### src/rtl/chacha_avalon_bridge_pkg.sv
// ---------------------------------------------------------------------------
// chacha_avalon_bridge_pkg
//   Shared types and constants for the Avalon-MM front end of the chacha core.
//   - bridgeState_t : request FSM (plain commands in IDLE, RMW sequence otherwise)
//   - pipeEntry_t   : one slot of the read-return pipeline {valid, tag}
//   - TAG_USER/RMW  : tells a read issued for the Avalon master apart from the
//                     internal read of a read-modify-write
//   - beWidth()     : byte-lane count for a data width (DATA_W/8)
// ---------------------------------------------------------------------------
package chacha_avalon_bridge_pkg;

    typedef enum logic [1:0] {
        IDLE     = 2'd0,
        RMW_RD   = 2'd1,
        RMW_WAIT = 2'd2,
        RMW_WR   = 2'd3
    } bridgeState_t;

    localparam logic TAG_USER = 1'b0;
    localparam logic TAG_RMW  = 1'b1;

    typedef struct packed {
        logic valid;
        logic tag;
    } pipeEntry_t;

    function automatic int beWidth(input int dataW);
        return dataW / 8;
    endfunction

endpackage

### src/rtl/chacha_avalon_bridge_if.sv
// ---------------------------------------------------------------------------
// chacha_avalon_bridge_if
//   Avalon-MM slave bus between the SoC interconnect and the chacha bridge.
//   Signal names keep the bridge's port naming (i* = into the bridge,
//   o* = out of the bridge).
//   iChipselect, iRead, iWrite  : command qualifiers
//   iAddress     [ADDR_W]       : word address
//   iWrite_data  [DATA_W]       : write data
//   iByteenable  [DATA_W/8]     : write byte lanes
//   oRead_data   [DATA_W]       : read data, valid with oReaddatavalid
//   oReaddatavalid              : one pulse per accepted read
//   oWaitrequest                : command not accepted this cycle
//   oProtocol_err               : sticky iRead&iWrite error flag
//   modport slave  : the bridge side
//   modport master : the interconnect side
// ---------------------------------------------------------------------------
interface chacha_avalon_bridge_if
    import chacha_avalon_bridge_pkg::*;
#(
    parameter int ADDR_W = 8,
    parameter int DATA_W = 32
);
    localparam int BE_W = beWidth(DATA_W);

    logic              iChipselect;
    logic              iRead;
    logic              iWrite;
    logic [ADDR_W-1:0] iAddress;
    logic [DATA_W-1:0] iWrite_data;
    logic [BE_W-1:0]   iByteenable;
    logic [DATA_W-1:0] oRead_data;
    logic              oReaddatavalid;
    logic              oWaitrequest;
    logic              oProtocol_err;

    modport slave (
        input  iChipselect, iRead, iWrite, iAddress, iWrite_data, iByteenable,
        output oRead_data, oReaddatavalid, oWaitrequest, oProtocol_err
    );

    modport master (
        output iChipselect, iRead, iWrite, iAddress, iWrite_data, iByteenable,
        input  oRead_data, oReaddatavalid, oWaitrequest, oProtocol_err
    );

endinterface

### src/rtl/chacha_avalon_bridge_valid_pipe.sv
// ---------------------------------------------------------------------------
// bridge_valid_pipe
//   Shift register of {valid, tag} that tracks core reads until their data
//   is due. An entry pushed in the cycle the core read is on the bus leaves
//   DEPTH cycles later.
//   iClk, iReset  : clock, asynchronous active-high reset
//   iValid, iTag  : entry pushed this cycle
//   oPreValid     : the entry that leaves next cycle is valid; its core data
//                   is on iCore_rdata right now and must be captured
//   oValid, oTag  : entry leaving the pipe this cycle
// ---------------------------------------------------------------------------
module bridge_valid_pipe
    import chacha_avalon_bridge_pkg::*;
#(
    parameter int DEPTH = 1
)
(
    input  logic iClk,
    input  logic iReset,
    input  logic iValid,
    input  logic iTag,
    output logic oPreValid,
    output logic oValid,
    output logic oTag
);

    pipeEntry_t stage [DEPTH];

    always_ff @(posedge iClk or posedge iReset) begin
        if (iReset) begin
            // NOTE: every stage is reset, not just the head, so a read in
            // flight at reset can never surface as a stray valid pulse.
            for (int k = 0; k < DEPTH; k++) begin
                stage[k] <= '0;
            end
        end else begin
            stage[0] <= '{valid: iValid, tag: iTag};
            for (int k = 1; k < DEPTH; k++) begin
                stage[k] <= stage[k-1];
            end
        end
    end

    generate
        if (DEPTH == 1) begin : gPreFromInput
            assign oPreValid = iValid;
        end else begin : gPreFromStage
            assign oPreValid = stage[DEPTH-2].valid;
        end
    endgenerate

    assign oValid = stage[DEPTH-1].valid;
    assign oTag   = stage[DEPTH-1].tag;

endmodule

### src/rtl/chacha_avalon_bridge.sv
// ---------------------------------------------------------------------------
// chacha_avalon_bridge
//   Avalon-MM slave front end for the chacha core register port. Commands are
//   registered onto the core port, reads return through a fixed-latency
//   pipeline with readdatavalid, and partial byte-enable writes are turned
//   into a core read-modify-write while waitrequest holds the bus off.
//
//   Ports
//   iClk, iReset   : clock, asynchronous active-high reset
//   avs            : Avalon-MM slave bus (chacha_avalon_bridge_if.slave); its
//                    ADDR_W/DATA_W must match this module's parameters
//   oCore_cs       : core select, one-cycle pulse per core access
//   oCore_we       : core write enable
//   oCore_addr     : core address, holds when oCore_cs=0
//   oCore_wdata    : core write data, holds when oCore_cs=0
//   iCore_rdata    : core read data, CORE_RD_LAT cycles after a read select
//
//   Timing (command accepted in cycle t, L = CORE_RD_LAT)
//   read          : core read t+1, data sampled t+1+L, oReaddatavalid t+2+L
//   full write    : core write t+1
//   empty write   : accepted, no core access
//   partial write : core read t+1 (RMW_RD), wait for its data in RMW_WAIT,
//                   merged core write t+3+L (RMW_WR); oWaitrequest is high
//                   from t+1 through t+3+L. The RMW read never raises
//                   oReaddatavalid; reads accepted earlier still return.
// ---------------------------------------------------------------------------
module chacha_avalon_bridge
    import chacha_avalon_bridge_pkg::*;
#(
    parameter int ADDR_W      = 8,
    parameter int DATA_W      = 32,
    parameter int CORE_RD_LAT = 0
)
(
    input  logic                   iClk,
    input  logic                   iReset,
    chacha_avalon_bridge_if.slave  avs,
    output logic                   oCore_cs,
    output logic                   oCore_we,
    output logic [ADDR_W-1:0]      oCore_addr,
    output logic [DATA_W-1:0]      oCore_wdata,
    input  logic [DATA_W-1:0]      iCore_rdata
);

    localparam int BE_W = beWidth(DATA_W);

    // Registered state
    bridgeState_t      state;
    bridgeState_t      stateNext;
    logic              coreCs;
    logic              coreWe;
    logic              coreTag;
    logic [ADDR_W-1:0] coreAddr;
    logic [DATA_W-1:0] coreWdata;
    logic [ADDR_W-1:0] rmwAddr;
    logic [DATA_W-1:0] rmwWdata;
    logic [BE_W-1:0]   rmwBe;
    logic [DATA_W-1:0] rdCapture;
    logic              protocolErr;

    // Next-state values from the FSM process
    logic              csNext;
    logic              weNext;
    logic              tagNext;
    logic [ADDR_W-1:0] addrNext;
    logic [DATA_W-1:0] wdataNext;
    logic              rmwLoad;

    // Read-return pipeline
    logic              pipePreValid;
    logic              pipeValid;
    logic              pipeTag;

    logic              waitRequest;
    logic              isAccept;
    logic              isConflict;
    logic              isRmwReturn;

    // Byte-lane merge: lanes enabled in be take the new word, others keep old.
    function automatic logic [DATA_W-1:0] mergeLanes(
        input logic [DATA_W-1:0] oldWord,
        input logic [DATA_W-1:0] newWord,
        input logic [BE_W-1:0]   be
    );
        logic [DATA_W-1:0] merged;
        merged = oldWord;
        for (int i = 0; i < BE_W; i++) begin
            if (be[i]) begin
                merged[i*8 +: 8] = newWord[i*8 +: 8];
            end
        end
        return merged;
    endfunction

    // The bus is held off for the whole RMW sequence; inputs seen while
    // waitrequest is high are neither accepted nor flagged as errors.
    assign waitRequest = (state != IDLE);
    assign isAccept    = avs.iChipselect & (avs.iRead ^ avs.iWrite) & ~waitRequest;
    assign isConflict  = avs.iChipselect & avs.iRead & avs.iWrite & ~waitRequest;
    assign isRmwReturn = pipeValid & (pipeTag == TAG_RMW);

    // ------------------------------------------------------------------
    // FSM state register
    // ------------------------------------------------------------------
    always_ff @(posedge iClk or posedge iReset) begin
        if (iReset) begin
            state <= IDLE;
        end else begin
            // NOTE: registers use non-blocking assignment so every flop
            // updates from pre-edge values regardless of statement order.
            state <= stateNext;
        end
    end

    // ------------------------------------------------------------------
    // FSM next state and core command
    // ------------------------------------------------------------------
    always_comb begin
        // NOTE: every signal gets a default first so no path can infer a latch.
        stateNext = state;
        csNext    = 1'b0;
        weNext    = 1'b0;
        tagNext   = TAG_USER;
        addrNext  = coreAddr;
        wdataNext = coreWdata;
        rmwLoad   = 1'b0;

        unique case (state)
            IDLE: begin
                if (isAccept) begin
                    if (avs.iRead) begin
                        csNext   = 1'b1;
                        addrNext = avs.iAddress;
                    end else if (&avs.iByteenable) begin
                        csNext    = 1'b1;
                        weNext    = 1'b1;
                        addrNext  = avs.iAddress;
                        wdataNext = avs.iWrite_data;
                    end else if (|avs.iByteenable) begin
                        // Partial write: fetch the current word first.
                        csNext    = 1'b1;
                        addrNext  = avs.iAddress;
                        tagNext   = TAG_RMW;
                        rmwLoad   = 1'b1;
                        stateNext = RMW_RD;
                    end
                end
            end

            RMW_RD: begin
                // The core read is on the bus this cycle.
                stateNext = RMW_WAIT;
            end

            RMW_WAIT: begin
                // Older user reads may drain first; only the RMW-tagged
                // entry carries the word to merge.
                if (isRmwReturn) begin
                    csNext    = 1'b1;
                    weNext    = 1'b1;
                    addrNext  = rmwAddr;
                    wdataNext = mergeLanes(rdCapture, rmwWdata, rmwBe);
                    stateNext = RMW_WR;
                end
            end

            RMW_WR: begin
                // The merged write is on the bus this cycle.
                stateNext = IDLE;
            end

            default: begin
                stateNext = IDLE;
            end
        endcase
    end

    // ------------------------------------------------------------------
    // Core command, RMW holding registers, read capture, error flag
    // ------------------------------------------------------------------
    always_ff @(posedge iClk or posedge iReset) begin
        if (iReset) begin
            coreCs      <= 1'b0;
            coreWe      <= 1'b0;
            coreTag     <= TAG_USER;
            coreAddr    <= '0;
            coreWdata   <= '0;
            rmwAddr     <= '0;
            rmwWdata    <= '0;
            rmwBe       <= '0;
            rdCapture   <= '0;
            protocolErr <= 1'b0;
        end else begin
            coreCs    <= csNext;
            coreWe    <= weNext;
            coreTag   <= tagNext;
            coreAddr  <= addrNext;
            coreWdata <= wdataNext;

            if (rmwLoad) begin
                rmwAddr  <= avs.iAddress;
                rmwWdata <= avs.iWrite_data;
                rmwBe    <= avs.iByteenable;
            end

            if (pipePreValid) begin
                rdCapture <= iCore_rdata;
            end

            if (isConflict) begin
                protocolErr <= 1'b1;
            end
        end
    end

    // Every core read, user or RMW, enters the pipe in the cycle it is on
    // the core bus; it leaves CORE_RD_LAT+1 cycles later with its data.
    bridge_valid_pipe #(
        .DEPTH (CORE_RD_LAT + 1)
    ) uValidPipe (
        .iClk      (iClk),
        .iReset    (iReset),
        .iValid    (coreCs & ~coreWe),
        .iTag      (coreTag),
        .oPreValid (pipePreValid),
        .oValid    (pipeValid),
        .oTag      (pipeTag)
    );

    assign avs.oRead_data     = rdCapture;
    assign avs.oReaddatavalid = pipeValid & (pipeTag == TAG_USER);
    assign avs.oWaitrequest   = waitRequest;
    assign avs.oProtocol_err  = protocolErr;

    assign oCore_cs    = coreCs;
    assign oCore_we    = coreWe;
    assign oCore_addr  = coreAddr;
    assign oCore_wdata = coreWdata;

endmodule

### src/flat_wrapper.sv
// flat-port wrapper written by rule: the top's interface ports become plain ports
module chacha_avalon_bridge_flat import chacha_avalon_bridge_pkg::*;
#(
    parameter int ADDR_W      = 8,
    parameter int DATA_W      = 32,
    parameter int CORE_RD_LAT = 0
)
  (iClk, iReset, oCore_cs, oCore_we, oCore_addr, oCore_wdata, iCore_rdata, avs_iChipselect, avs_iRead, avs_iWrite, avs_iAddress, avs_iWrite_data, avs_iByteenable, avs_oRead_data, avs_oReaddatavalid, avs_oWaitrequest, avs_oProtocol_err);
  chacha_avalon_bridge_if #(.ADDR_W(ADDR_W), .DATA_W(DATA_W)) avs_i ();
  input  logic iClk;
  input  logic iReset;
  output logic oCore_cs;
  output logic oCore_we;
  output logic [ADDR_W-1:0] oCore_addr;
  output logic [DATA_W-1:0] oCore_wdata;
  input  logic [DATA_W-1:0] iCore_rdata;
  input wire logic [$bits(avs_i.iChipselect)-1:0] avs_iChipselect;
  input wire logic [$bits(avs_i.iRead)-1:0] avs_iRead;
  input wire logic [$bits(avs_i.iWrite)-1:0] avs_iWrite;
  input wire logic [$bits(avs_i.iAddress)-1:0] avs_iAddress;
  input wire logic [$bits(avs_i.iWrite_data)-1:0] avs_iWrite_data;
  input wire logic [$bits(avs_i.iByteenable)-1:0] avs_iByteenable;
  output wire logic [$bits(avs_i.oRead_data)-1:0] avs_oRead_data;
  output wire logic [$bits(avs_i.oReaddatavalid)-1:0] avs_oReaddatavalid;
  output wire logic [$bits(avs_i.oWaitrequest)-1:0] avs_oWaitrequest;
  output wire logic [$bits(avs_i.oProtocol_err)-1:0] avs_oProtocol_err;
  assign avs_i.iChipselect = avs_iChipselect;
  assign avs_i.iRead = avs_iRead;
  assign avs_i.iWrite = avs_iWrite;
  assign avs_i.iAddress = avs_iAddress;
  assign avs_i.iWrite_data = avs_iWrite_data;
  assign avs_i.iByteenable = avs_iByteenable;
  assign avs_oRead_data = avs_i.oRead_data;
  assign avs_oReaddatavalid = avs_i.oReaddatavalid;
  assign avs_oWaitrequest = avs_i.oWaitrequest;
  assign avs_oProtocol_err = avs_i.oProtocol_err;
  chacha_avalon_bridge #(.ADDR_W(ADDR_W), .DATA_W(DATA_W), .CORE_RD_LAT(CORE_RD_LAT)) u_core (.iClk(iClk), .iReset(iReset), .avs(avs_i), .oCore_cs(oCore_cs), .oCore_we(oCore_we), .oCore_addr(oCore_addr), .oCore_wdata(oCore_wdata), .iCore_rdata(iCore_rdata));
endmodule
### config.mk
export PLATFORM = sky130hd
export DESIGN_NAME = chacha_avalon_bridge_flat
export DESIGN_NICKNAME = d
export VERILOG_FILES = /design/src/rtl/chacha_avalon_bridge_pkg.sv /design/src/rtl/chacha_avalon_bridge_if.sv /design/src/rtl/chacha_avalon_bridge_valid_pipe.sv /design/src/rtl/chacha_avalon_bridge.sv /design/src/flat_wrapper.sv
export SDC_FILE = /design/constraint.sdc
export NUM_CORES = 1
export LEC_CHECK = 0
export ABC_AREA = 1
export ABC_CLOCK_PERIOD_IN_PS = 4650
export CAP_MARGIN = 20
export CORE_ASPECT_RATIO = 0.6
export CORE_UTILIZATION = 41
export DETAILED_ROUTE_END_ITERATION = 8
export PLACE_DENSITY = 0.7
export SYNTH_ARGS = -nofsm -noshare
export SYNTH_HDL_FRONTEND = slang
export SYNTH_SLANG_ARGS = --single-unit
### constraint.sdc
create_clock -name iClk -period 4.65 [get_ports iClk]
set_input_delay 0.6975 -clock iClk [delete_from_list [all_inputs] [get_ports iClk]]
set_output_delay 0.6975 -clock iClk [all_outputs]
set_load 0.05 [all_outputs]
Word level (Yosys, flattened, before mapping). Cells that the tools add are included.

Reduce and logical (&&, ||, !) cells: 8. Eq/ne operators: 10. Bitwise gates (word level): 12. Muxes and demuxes: 35.

Operators with widths (count): $mux W32 (4); $mux W8 (9); $pmux W32 S2 (1); $pmux W8 S2 (1); $mux W1 (12); $mux W2 (5); $reduce_and A5 Y1 (2); $and A1 B1 Y1 (8); $ne A2 B1 Y1 const B (4); $pmux W2 S4 (1); $reduce_and A4 Y1 (2); $eq A2 B2 Y1 const B (2); $ne A2 B2 Y1 const B (2); $ne A4 B2 Y1 const B (1); $pmux W1 S2 (2); $reduce_bool A2 Y1 (2); $reduce_or A4 Y1 (1); $not A1 Y1 (3); $eq A2 B1 Y1 const B (1); $logic_not A2 Y1 (1); $xor A1 B1 Y1 (1).

Input bits: 81. Output and inout bits: 77. Word-level logic and storage cells: 78. Flip-flop bits (word level): 124.

Depth between registers and ports, before layout. Gate-level depths: netlist (run 1).

Word-level depth: 6. Mapped depth: 10. Gate-level depth less buffers: 9.

Hierarchy. From an unflattened synthesis (run 1), not the netlist that was laid out.

Cell total of the unflattened synthesis: 704. Area total of the unflattened synthesis: 5880.6 sq um.

By module, submodules not included: chacha_avalon_bridge (instances 1, area each 5819.3 sq um, cells an instance 700, seq. area each 3052.9 sq um); bridge_valid_pipe (instances 1, area each 61.3 sq um, cells an instance 4, seq. area each 50.0 sq um).

Worst setup path after synthesis (run 1). OpenSTA, ideal clock, no wires.

Path type: reg-to-output. Start point: register u_core.uValidPipe.stage (netlist bit u_core.uValidPipe.oTag). End point: output avs_oReaddatavalid. Stages on the path, launching flop included: 2. Arrival time: 1.036 ns. Required time: 3.953 ns. Buffers on the path: 0. Slack: 2.917 ns. Path through: dfrtp_1 -> nor2_1.

Cells in the longest elaborated chain, start to end: 2.

Ends and longest elaborated chain: from (decl) (RTL line chacha_avalon_bridge_valid_pipe.sv:27) `pipeEntry_t stage [DEPTH];`; from (signal, indexed assignment) (RTL line chacha_avalon_bridge_valid_pipe.sv:39) `stage[k] <= stage[k-1];`; $not A1 Y1 (RTL line chacha_avalon_bridge.sv:231) `assign avs.oReaddatavalid = pipeValid & (pipeTag == TAG_USER);`; $and A1 B1 Y1 (RTL line chacha_avalon_bridge.sv:231); to (decl) (RTL line flat_wrapper.sv:24) `output wire logic [$bits(avs_i.oReaddatavalid)-1:0] avs_oReaddatavalid;`.

No other way between the ends.

Worst setup path after layout (run 1).
Start point: register u_core.state[0]. End point: output avs_oWaitrequest.

Cells in the longest elaborated chain, start to end: 1.

Ends and longest elaborated chain: from (decl) (RTL line chacha_avalon_bridge.sv:48) `bridgeState_t state;`; from (signal assigned) (RTL line chacha_avalon_bridge.sv:111) `state <= stateNext;`; $reduce_bool A2 Y1 (RTL line chacha_avalon_bridge.sv:97) `assign waitRequest = (state != IDLE);`; to (decl) (RTL line flat_wrapper.sv:25) `output wire logic [$bits(avs_i.oWaitrequest)-1:0] avs_oWaitrequest;`.

No other way between the ends.

==> flow_summary.yaml, run 1 <==
status:
  outcome: "finished clean"
cells_and_area:
  layout_common_cells: "nand2_1, clkdlybuf4s50_1, dfrtp_1, nor2_1, o21ai_0"
  nets: 933
  multi_input_comb_area_mm2: 0.00229
  layout.cells.non_filler: 1053
  layout-drive-gt1-share_pct: 5.23
  fillers: 1256
  diodes: 0
  area_delta_synth_final_pct: 36.8
  register_area_mm2: 0.00310
  mostFrequentLayoutCell: "nand2_1"
place:
  dp_cells: 1022
  dp_hpwl_mm: 10.3
  place_congestion: 0.795
  port_buffers: 157
setup_path:
  required_ps: 3950
  cp_max_fo: 9
  start_kind: "flip-flop"
  critPathCaptureType: "output pin"
  worstPathArrival_ps: 2110
  crit_type: "reg2out"
logic_synthesis:
  yosysWarnings: 0
  ys_types: 28
  yosysSeqAreaShare_pct: 54.0
  syn_inst: 709
  synth_top_area_share_pct: 54.0
  synth_nets: 792
  syn_avg_cell_area_um2: 8.10
  synth.cell_area_mm2: 0.00575
  synth_top_cell_by_area: "dfrtp_1"
  netlist_top_cells_area: "dfrtp_1, nand2_1, a31oi_1, o21ai_0, nand3_1"
  ys_seq_elements: 124
detailed_routing:
  drt_iter0_drc: 402
  drc: 0
  vias: 5174
  firstDrtPassIters: 5
  finalWirelength_mm: 16.0
  drt-wirelength-per-cell_um: 15.2
  via_per_inst: 4.91
  antenna_left: 0
clock_tree:
  cts.sinks: 124
  cts_tree: "yes"
  ctsResizeCount: 0
  htreeDepth: 4
  post_cts_buffers: 0
  clk-insertion-delay-late_ps: 410
  clockRootBuffer: "clkbuf_16"
  ctsHoldBuffers: 0
  clk_pin_slew_ps: 50
  cts_buffer_depth: 2
  cts_made_buffers: 17
global_routing:
  overflow: 0
  track_usage_pct: 23.3
  grt_start_max_net_pins: 84
  grt_pass1_vias: 4889
  grt_pass1_wl_mm: 25.7
  antenna_found_initial: 0
pwr:
  leakage_nw: 3.73
  ir_drop_v: 0.000376
  p_per_area_mw_per_mm2: 823
  power_mw: 6.46
timing:
  relSlewSlack_pct: 42.2
  setup_violations: 0
  period_share_pct: 60.4
  rsz0062_at_grt: "false"
  tightest_slew_ps: 865
  clock_skew_ps: 7.00
  finalHoldViolCount: 0
  max_freq_mhz: 356
  setup_tns_ps: 0
  slew_violations: 0
  min_period_ps: 2810
floorplanning:
  die_h_um: 93.7
  core.rowCount: 33
  initial_core_util_pct: 42.0
  dieArea_mm2: 0.0145
  core-area_mm2: 0.0137
  die_w_um: 155
  ios: 158
job:
  drv_cap: 0
min_path:
  hold_path.class: "reg2reg"
==> layer usage <==
metal | wire (um) | GRT usage (%) | vias to the layer above
met1 | 7900 | 33.2 | 2416
met4 | 104 | 6.27 | 0
met5 | 0 | 0 | -
met3 | 1470 | 8.12 | 13
met2 | 6520 | 33.4 | 199
li1 | - | - | 2546
==> synth_stat cells (all sizes together) <==
cell type / n
nor2: 46
nand2: 349
clkinv: 4
o21ai: 47
nand4: 1
mux2: 4
a31oi: 32
a21boi: 1
nand3: 36
inv: 15
a21oi: 5
ha: 2
clkbuf: 31
o21bai: 1
dfrtp: 124
buf: 11
==> critical path, stage by stage, from the launching register on <==
cell             delay (ps)
dfrtp_1                 370
inv_1                    80
ha_1                    450
inv_1                    90
clkdlybuf4s50_1         710
==> final timing paths <==
check,slack (ps),to,cells after the start,startpoint
worst max-delay path,1840,avs_oWaitrequest,4,u_core.state[0]
worst min-delay path,360,u_core.uValidPipe.oTag,0,u_core.coreTag
worst max register to register,2050,u_core.oCore_wdata[25],8,u_core.state[0]
worst min register to register,360,u_core.uValidPipe.oTag,0,u_core.coreTag
max in group asynchronous,2990,u_core.oCore_wdata[6],3,iReset
min in group asynchronous,820,u_core.avs.oRead_data[27],2,iReset
==> through the flow <==
stage | worst slack, ps | util [%] | hold slack (ps) | instance area (um2)
after floorplan | 653 | - | 331 | 5750
after global placement | 1630 | 53.6 | 335 | 7320
after detailed placement | 1570 | 53.6 | 355 | 7320
after CTS | 1810 | 57.3 | 365 | 7830
after global routing | 1710 | 57.5 | 378 | 7860
final | 1840 | 57.5 | 361 | 7860
==> report_power, final <==
| part | switching, mW | total, mW | leakage [nW] | internal (mW) |
|---|---|---|---|---|
| Clock | 0.432 | 1.15 | 0.248 | 0.716 |
| Sequential | 0.364 | 1.95 | 1.54 | 1.59 |
| Combinational | 2.30 | 3.36 | 1.95 | 1.06 |
==> cell families after synthesis <==
| kind of cell | synth area share, % |
|---|---|
| adder cells (fa/ha/maj) | 0.435 |
| multiplexers | 0.784 |
| AO/OA/AOI/OAI | 8.67 |
| AND/OR/NAND/NOR | 29.7 |
| flip-flops | 54.0 |
| buffers and inverters | 6.36 |
==> flip-flops by register name, summed over array words and instances (netlist names) <==
name                      flops
u_core.avs.oProtocol_err      1
u_core.avs.oRead_data        32
u_core.coreTag                1
u_core.oCore_addr             8
u_core.oCore_cs               1
u_core.oCore_wdata           32
u_core.oCore_we               1
u_core.rmwAddr                8
u_core.rmwBe                  4
u_core.rmwWdata              32
u_core.state                  2
u_core.uValidPipe.oTag        1
u_core.uValidPipe.oValid      1
==> final cells by class <==
type	count	share of cell area [%]
timing repair buffer	164	20.9
multi-input combinational	524	29.1
tap	192	3.06
sequential	124	39.5
clock buffer	28	6.32
inverter	19	0.971
clock inverter	2	0.127
Note: power is estimated with default switching activity, not from simulation.
==> inputs of run 2 (changes only) <==
--- a/config.mk
+++ b/config.mk
@@ -6,12 +6,12 @@
 export NUM_CORES = 1
 export LEC_CHECK = 0
 export ABC_AREA = 1
-export ABC_CLOCK_PERIOD_IN_PS = 4650
+export ABC_CLOCK_PERIOD_IN_PS = 2550
 export CAP_MARGIN = 20
 export CORE_ASPECT_RATIO = 0.6
 export CORE_UTILIZATION = 41
 export DETAILED_ROUTE_END_ITERATION = 8
-export PLACE_DENSITY = 0.7
+export PLACE_DENSITY = 0.73
 export SYNTH_ARGS = -nofsm -noshare
 export SYNTH_HDL_FRONTEND = slang
 export SYNTH_SLANG_ARGS = --single-unit
==> constraint.sdc (replaced) <==
create_clock -name iClk -period 2.55 [get_ports iClk]
set_input_delay 0.3825 -clock iClk [delete_from_list [all_inputs] [get_ports iClk]]
set_output_delay 0.3825 -clock iClk [all_outputs]
set_load 0.05 [all_outputs]
==> run 2 against run 1 <==
Worst hold slack lost 7.2 ps. Critical path depth is the same. Global-route usage shrank 0.48 points. Final area grew 0.80%. Sequential power grew 82%. Clock-buffer cell count shrank 10. Core utilization grew 0.46 points. Register-to-register slack lost 1400 ps. Via count grew 0.58%.
==> flow_summary.yaml, run 2 (synthesis gave the netlist of run 1 again) <==
status:
  outcome: "finished clean"
cells_and_area:
  fillers: 1272
  nets: 939
  multi_input_comb_area_mm2: 0.00229
  register_area_mm2: 0.00310
  mostFrequentLayoutCell: "nand2_1"
  area_delta_synth_final_pct: 37.8
  layout-drive-gt1-share_pct: 7.03
  final_util_pct: 58.0
  diodes: 0
  layout_common_cells: "nand2_1, clkdlybuf4s50_1, dfrtp_1, nor2_1, o21ai_0"
  fin_area_mm2: 0.00792
detailed_routing:
  vias: 5204
  drt_iter0_drc: 298
  drt-wirelength-per-cell_um: 14.8
  antenna_left: 0
  finalWirelength_mm: 15.7
  via_per_inst: 4.91
  firstDrtPassIters: 5
  drc: 0
min_path:
  min_to: "u_core.uValidPipe.oTag"
  hold_path.class: "reg2reg"
  hold_depth: 0
  hold_start: "u_core.coreTag"
pwr:
  power_mw: 11.8
  leakage_nw: 3.76
  ir_drop_v: 0.000683
  p_per_area_mw_per_mm2: 1490
place:
  dpl_worst_slack_ps: 367
  port_buffers: 157
  dp_hpwl_mm: 10.3
  place_congestion: 0.850
  place_area_mm2: 0.00740
clock_tree:
  cts_made_buffers: 17
  htreeDepth: 4
  clk-insertion-delay-late_ps: 410
  cts.sinks: 124
  clk_pin_slew_ps: 60
  clockRootBuffer: "clkbuf_16"
  cts_buffer_depth: 2
  cts_tree: "yes"
setup_path:
  path_delay_family: "buffers and inverters"
  path_common_cell: "inv_1"
  cp_max_fo: 9
  crit_type: "reg2out"
  required_ps: 2170
  rr_endpoint: "u_core.oCore_addr[0]"
  critical_path.max_stage_delay_ps: 710
  slowest_stage: "clkdlybuf4s50_1"
  cp_num_buf_inv: 3
  critPathCaptureType: "output pin"
  start_kind: "flip-flop"
  reg2reg_from: "u_core.state[0]"
  worstPathArrival_ps: 2000
  path_cells: "inv_1, ha_2, inv_1, clkdlybuf4s50_1"
  reg2reg_slack_ps: 610
  r2r_cells: 8
timing:
  tightest_slew_ps: 736
  relSlewSlack_pct: 50.9
  min_period_ps: 2380
  clock_skew_ps: 9.64
  setup_violations: 0
  period_share_pct: 93.4
  rsz0062_at_grt: "false"
  max_freq_mhz: 420
  finalHoldViolCount: 0
  slew_violations: 0
  setup_ws_ps: 168
  setup_tns_ps: 0
floorplanning:
  ios: 158
  core.rowCount: 33
  dieArea_mm2: 0.0145
  core-area_mm2: 0.0137
  die_w_um: 155
  die_h_um: 93.7
  initial_core_util_pct: 42.0
global_routing:
  grt_pass1_vias: 4916
  antenna_found_initial: 0
  track_usage_pct: 22.8
  grt_pass1_wl_mm: 25.4
  grt_start_max_net_pins: 125
  overflow: 0
job:
  drv_cap: 0
## run 2: cell types whose count changed in the layout (fill, tap and decap cells not counted), moves of 2 or more
cell and delta:
clkbuf_8 -2, buf_4 +5, buf_12 +2, clkbuf_1 -8, clkinv_2 +6, clkinvlp_4 +5
## run 2: worst reg2reg max path, cell delays in order (launching register included)
cell,delay (ps)
dfrtp_1,370
inv_1,90
ha_2,350
nor2_1,150
inv_1,110
o21ai_0,120
nor2_1,500
nand2_1,110
nand2_1,90
## run 2: where the power goes
part           leakage (nW)  total, mW  internal [mW]  switching [mW]
registers              1.54       3.54           2.90           0.643
clock network         0.253       2.11           1.24           0.866
logic                  1.97       6.16           1.98            4.19
total                  3.76       11.8           6.12            5.70
## run 2: area by class of cell
class / count / area share (%)
well taps: 192 / 3.03
flip-flops and latches: 124 / 39.2
clock inverters: 13 / 0.995
repair buffers: 170 / 21.4
clock buffers: 18 / 5.55
inverters: 19 / 0.948
multi-input cells: 524 / 28.9
## run 2: through the flow
| step | hold WS (ps) | std cells |
|---|---|---|
| floorplan | 331 | 709 |
| global placement | 331 | 1029 |
| detailed placement | 347 | 1029 |
| CTS | 357 | 1060 |
| global route | 362 | 1060 |
| finish | 354 | 1060 |
## run 2: timing repair
| item | in CTS | in global routing |
|---|---|---|
| setup buffers | 0 | 0 |
| endpoints found under the setup margin | 0 | 1 |
| gates resized for setup | 0 | 1 |
| hold buffers | 0 | 0 |
## run 2: worst max path at each step
stage,cells past startpoint,end,from,slack (ps)
6_report,4,avs_oWaitrequest,u_core.state[0],170
2_1_floorplan,1,u_core.avs.oProtocol_err,iReset,640
3_3_place_gp,9,u_core.state[0],avs_iByteenable[1],390
5_1_grt,4,avs_oWaitrequest,u_core.state[0],80
3_5_place_dp,10,u_core.state[0],avs_iByteenable[1],370
4_1_cts,4,avs_oWaitrequest,u_core.state[0],7
## run 2: routing by layer
metal / track usage, % / vias up / share of wire, %
li1: - / 2557 / -
met1: 33.1 / 2445 / 49
met2: 33.8 / 190 / 42
met3: 5.77 / 12 / 8.3
met4: 6.19 / 0 / 0.75
met5: 0 / - / 0
==> inputs of run 3 (changes only) <==
--- a/config.mk
+++ b/config.mk
@@ -12,6 +12,7 @@
 export CORE_UTILIZATION = 41
 export DETAILED_ROUTE_END_ITERATION = 8
 export PLACE_DENSITY = 0.73
+export SLEW_MARGIN = 5
 export SYNTH_ARGS = -nofsm -noshare
 export SYNTH_HDL_FRONTEND = slang
 export SYNTH_SLANG_ARGS = --single-unit
==> results of run 3 <==
No change in the layout: final DEF, timing and power equal those of run 2.
